$ cat config.mk
export PLATFORM = sky130hd
export DESIGN_NAME = pulse_stretch_arbiter
export DESIGN_NICKNAME = d
export VERILOG_FILES = /design/src/rtl/pulse_stretch_arbiter.sv
export SDC_FILE = /design/constraint.sdc
export NUM_CORES = 1
export LEC_CHECK = 0
export ABC_AREA = 1
export BUFFER_PORTS_ARGS = -buffer_cell sky130_fd_sc_hd__buf_2
export CORE_UTILIZATION = 56
export DETAILED_ROUTE_END_ITERATION = 8
export PLACE_DENSITY_LB_ADDON = 0.05
export SLEW_MARGIN = 10
export SYNTH_ARGS = -nofsm -noshare
export SYNTH_HDL_FRONTEND = slang
export SYNTH_SLANG_ARGS = --single-unit
$ cat constraint.sdc
create_clock -name clk -period 2.9 [get_ports clk]
set_clock_uncertainty 0.15 [all_clocks]
set_input_delay 0.58 -clock clk [delete_from_list [all_inputs] [get_ports clk]]
set_output_delay 0.58 -clock clk [all_outputs]
set_load 0.1 [all_outputs]
$ cat src/rtl/pulse_stretch_arbiter.sv
// pulse_stretch_arbiter
//
// Purpose: latches single-cycle event pulses from NREQ requesters and serves
// them one at a time, round-robin, on a shared output pulse that is stretched
// to exactly WIDTH cycles and followed by GAP mandatory low cycles.
// Events arriving for a requester that is already pending are coalesced and
// counted as drops.
//
// Ports:
//   clk         - sole clock, all state changes on its rising edge
//   reset       - synchronous, active-high
//   req         - [NREQ] per-requester single-cycle event pulses
//   stretch_out - shared stretched pulse, high WIDTH cycles per grant
//   grant_id    - owner of the current or most recent stretched pulse
//   busy        - high whenever the FSM is not IDLE
//   pending     - [NREQ] latched, not-yet-served events
//   drop_cnt    - [CNTW] count of edges on which at least one event coalesced
//   state_dbg   - current FSM state (0 IDLE, 1 STRETCH, 2 GAP) for observation
//
// Configuration macro: PULSE_ARB_DROP_CNT_EN
//   defined   - drop_cnt is a saturating counter
//   undefined - drop_cnt is tied to 0 and no counter is built
module pulse_stretch_arbiter #(
    parameter int NREQ  = 4,
    parameter int WIDTH = 6,
    parameter int GAP   = 2,
    parameter int CNTW  = 8
) (
    input  logic                     clk,
    input  logic                     reset,
    input  logic [NREQ-1:0]          req,
    output logic                     stretch_out,
    output logic [$clog2(NREQ)-1:0]  grant_id,
    output logic                     busy,
    output logic [NREQ-1:0]          pending,
    output logic [CNTW-1:0]          drop_cnt,
    output logic [1:0]               state_dbg
);

    localparam int IDW  = $clog2(NREQ);
    localparam int MAXC = (WIDTH > GAP) ? WIDTH : GAP;
    localparam int CW   = $clog2(MAXC + 1);

    typedef enum logic [1:0] {
        ST_IDLE    = 2'd0,
        ST_STRETCH = 2'd1,
        ST_GAP     = 2'd2
    } state_t;

    state_t          state_q, state_d;
    logic [CW-1:0]   cnt_q, cnt_d;
    logic [IDW-1:0]  grant_q, grant_d;
    logic [IDW-1:0]  last_q, last_d;
    logic [NREQ-1:0] pend_q, pend_d;
    logic [NREQ-1:0] grant_mask;
    logic [IDW-1:0]  winner;
    logic [IDW-1:0]  idx;
    logic            winner_vld;

    // Round-robin search: first pending requester starting at last_grant+1,
    // wrapping from NREQ-1 back to 0. last_grant itself is checked last.
    always_comb begin
        winner     = '0;
        winner_vld = 1'b0;
        idx        = '0;
        for (int k = 1; k <= NREQ; k++) begin
            idx = IDW'((int'(last_q) + k) % NREQ);
            if (!winner_vld && pend_q[idx]) begin
                winner     = idx;
                winner_vld = 1'b1;
            end
        end
    end

    always_comb begin
        state_d    = state_q;
        cnt_d      = cnt_q;
        grant_d    = grant_q;
        last_d     = last_q;
        grant_mask = '0;
        case (state_q)
            ST_IDLE: begin
                if (winner_vld) begin
                    state_d            = ST_STRETCH;
                    cnt_d              = '0;
                    grant_d            = winner;
                    last_d             = winner;
                    grant_mask[winner] = 1'b1;
                end
            end
            ST_STRETCH: begin
                if (cnt_q == CW'(WIDTH - 1)) begin
                    cnt_d   = '0;
                    state_d = (GAP == 0) ? ST_IDLE : ST_GAP;
                end else begin
                    cnt_d = cnt_q + 1'b1;
                end
            end
            ST_GAP: begin
                if (cnt_q == CW'(GAP - 1)) begin
                    cnt_d   = '0;
                    state_d = ST_IDLE;
                end else begin
                    cnt_d = cnt_q + 1'b1;
                end
            end
            default: begin
                state_d = ST_IDLE;
                cnt_d   = '0;
            end
        endcase
        // A new event on the granting edge survives the clear.
        pend_d = (pend_q & ~grant_mask) | req;
    end

    always_ff @(posedge clk) begin
        if (reset) begin
            state_q <= ST_IDLE;
            cnt_q   <= '0;
            grant_q <= '0;
            last_q  <= IDW'(NREQ - 1);
            pend_q  <= '0;
        end else begin
            state_q <= state_d;
            cnt_q   <= cnt_d;
            grant_q <= grant_d;
            last_q  <= last_d;
            pend_q  <= pend_d;
        end
    end

`ifdef PULSE_ARB_DROP_CNT_EN
    logic [CNTW-1:0] drop_q, drop_d;
    logic            drop_ev;

    // One increment per edge no matter how many requesters coalesce on it.
    always_comb begin
        drop_ev = |(req & pend_q & ~grant_mask);
        drop_d  = drop_q;
        if (drop_ev && (drop_q != '1)) begin
            drop_d = drop_q + 1'b1;
        end
    end

    always_ff @(posedge clk) begin
        if (reset) begin
            drop_q <= '0;
        end else begin
            drop_q <= drop_d;
        end
    end

    assign drop_cnt = drop_q;
`else
    assign drop_cnt = '0;
`endif

    // All outputs decode registers only; req has no path to stretch_out.
    assign stretch_out = (state_q == ST_STRETCH);
    assign busy        = (state_q != ST_IDLE);
    assign grant_id    = grant_q;
    assign pending     = pend_q;
    assign state_dbg   = state_q;

endmodule

==> flow_metrics.py <==
metrics = {
    "floorplan": {
        "die_w_um": 44.6,
        "core_um2": 1710,
        "die_h_um": 44.6,
        "dieArea_um2": 1990,
        "initial_utilization_pct": 59.6,
        "core.rowCount": 15,
        "io_pins": 24,
    },
    "global_route": {
        "grt_overflow": 0,
        "grt_pass1_vias": 737,
        "globalRouteTotalUtil_pct": 22.0,
        "grt_max_degree": 10,
        "grt_antenna_before_repair": 0,
        "grt_pass1_wl_um": 3240,
    },
    "clocking": {
        "clk_pin_slew_ns": 0.08,
        "clock-sinks": 13,
        "cts-root-buf": "clkbuf_4",
        "clk_latency_ns": 0.27,
        "cts_buffer_depth": 2,
        "cts_resized": 0,
        "cts_tree": "built",
        "post_cts_buffers": 0,
        "htreeDepth": 1,
        "ctsHoldBuffers": 0,
        "cts_buffers": 3,
    },
    "placement": {
        "post-place-cells": 179,
        "port-buffer-count": 15,
        "gp_congestion": 0.827,
        "dpl.hpwl_um": 1470,
        "post-place-ws_ns": 0.870,
    },
    "finish": {
        "diodes": 0,
        "fin_util_pct": 64.6,
        "drive_above_1_share_pct": 32.3,
        "final_cells": 183,
        "nets": 170,
        "area_growth_pct": 8.49,
    },
    "sta": {
        "rsz0062_at_grt": "false",
        "slew_violations": 0,
        "max_freq_mhz": 429,
        "finalHoldViolations": 0,
        "finalWorstSetupSlack_ns": 0.567,
        "setup_viol": 0,
        "period_share_pct": 80.4,
        "min_period_ns": 2.33,
        "final.setup.tns_ns": 0,
    },
    "drt": {
        "drt-total-wl_um": 1850,
        "drc": 0,
        "final_antenna_net_count": 0,
        "vias": 867,
        "viasPerCell": 4.74,
        "initialDrtViolationCount": 17,
        "first_pass_iters": 4,
        "wl_per_cell_um": 10.1,
    },
    "worst_setup_path": {
        "crit_path_top_delay_cell": "buf_2",
        "critPathMaxStageDelay_ns": 0.44,
        "end_kind": "output pin",
        "cp_common_cell": "inv_1",
        "r2r-start": "last_q[0]$_SDFFE_PP1P_",
        "reg2reg_slack_ns": 0.95,
        "r2r_cells": 11,
        "r2r_end": "pending[3]$_SDFF_PP0_",
        "worstSetupPathType": "register to output pin",
        "crit_arrival_ns": 1.60,
        "critPathMaxFanout": 5,
        "cp-start-kind": "register",
        "path_cells": "inv_1, ha_1, inv_1, buf_2",
        "cp.required_ns": 2.17,
    },
    "logic_synthesis": {
        "synth_area_um2": 1020,
        "yosysTopAreaCellShare_pct": 25.6,
        "yosysUniqueCellTypes": 31,
        "synthTopCellsByArea": "dfxtp_1 (26%), nand2_1 (11%), nand2_2 (8.6%)",
        "synth_top_area_cell": "dfxtp_1",
        "synth_seq_area_share_pct": 25.6,
        "avgSynthCellArea_um2": 7.16,
        "synthCells": 142,
        "yosysWarnings": 0,
        "ys_ff_latch": 13,
    },
    "min_path": {
        "hold_end": "grant_id[1]$_SDFFE_PP0P_",
        "min_path_type": "register to register",
        "worstHoldStart": "grant_id[1]$_SDFFE_PP0P_",
        "hold_path_depth": 2,
    },
    "status": {
        "status": "completed",
    },
    "job": {
        "max_cap_viol_count": 0,
    },
}
final cells by class:
cell class	instances	area [µm²]
clock buffers	4	26.3
flip-flops and latches	13	260
inverters	26	103
well taps	25	31.3
multi-input cells	100	608
repair buffers	15	75.1
fillers	160	604
kinds of logic after synthesis:
group / share of synthesized area, %
AO/OA/AOI/OAI: 14.1
flip-flops: 25.6
buffers and inverters: 17.5
other: 0.369
adder cells (fa/ha/maj): 6.15
AND/OR/NAND/NOR: 36.3
per-layer routing:
layer	part of all wire (%)	up-vias	global-route usage (%)	routed length [µm]
li1	-	463	-	-
met1	53	383	32.7	979
met2	43	19	31.8	788
met3	3.7	2	3.67	69
met4	0.70	0	7.27	13
met5	0	-	0	0
worst max-delay path, delay by kind of cell (launching register included):
kind       cells  cell delay [ns]
fa+ha+maj      1             0.27
buf+inv        3             0.66
flops          1             0.40
how the worst max path moves through the flow:
stage                                    startpoint  endpoint  cells past startpoint
after floorplan           state_dbg[1]$_SDFFE_PP0P_      busy                      3
after global placement    state_dbg[0]$_SDFFE_PP0P_      busy                      4
after detailed placement  state_dbg[0]$_SDFFE_PP0P_      busy                      4
after CTS                 state_dbg[0]$_SDFFE_PP0P_      busy                      4
after global routing      state_dbg[0]$_SDFFE_PP0P_      busy                      4
final                     state_dbg[0]$_SDFFE_PP0P_      busy                      4
cell usage after synthesis (all sizes together):
cell type and count:
nand2 48, inv 25, dfxtp 13, a21oi 11, buf 10, nand3 8
o21ai 6, ha 5, nand4 3, nor2 3, nand3b 2, o211ai 2
a21boi 1, a31oi 1, clkinv 1, conb 1, nor3 1, o21bai 1
per-stage QoR:
| stage | hold slack, ns | cell area [µm²] |
|---|---|---|
| 2_1_floorplan | 0.360 | 1050 |
| 3_3_place_gp | 0.301 | 1080 |
| 3_5_place_dp | 0.313 | 1080 |
| 4_1_cts | 0.331 | 1100 |
| 5_1_grt | 0.343 | 1100 |
| 6_report | 0.322 | 1100 |
sequential cells by signal, summed over array words and instances (netlist names):
name       flops
pending        4
state_dbg      2
cnt_q          3
grant_id       2
last_q         2
cells in the final DEF, fill, tap and decap left out, types with 2 or more instances in the layout:
master,instances
a21oi_1,7
a21oi_2,4
buf_2,15
clkbuf_4,3
conb_1,8
dfxtp_1,13
ha_1,4
inv_1,20
inv_2,4
nand2_1,31
nand2_2,14
nand2_4,3
nand3_1,6
nand3b_1,2
nand4_1,3
o211ai_1,2
o21ai_0,2
o21ai_1,2
o21ai_2,2
Power is not shown: default switching activity piles up to over one toggle a cycle in this logic, so the estimate is an artifact.
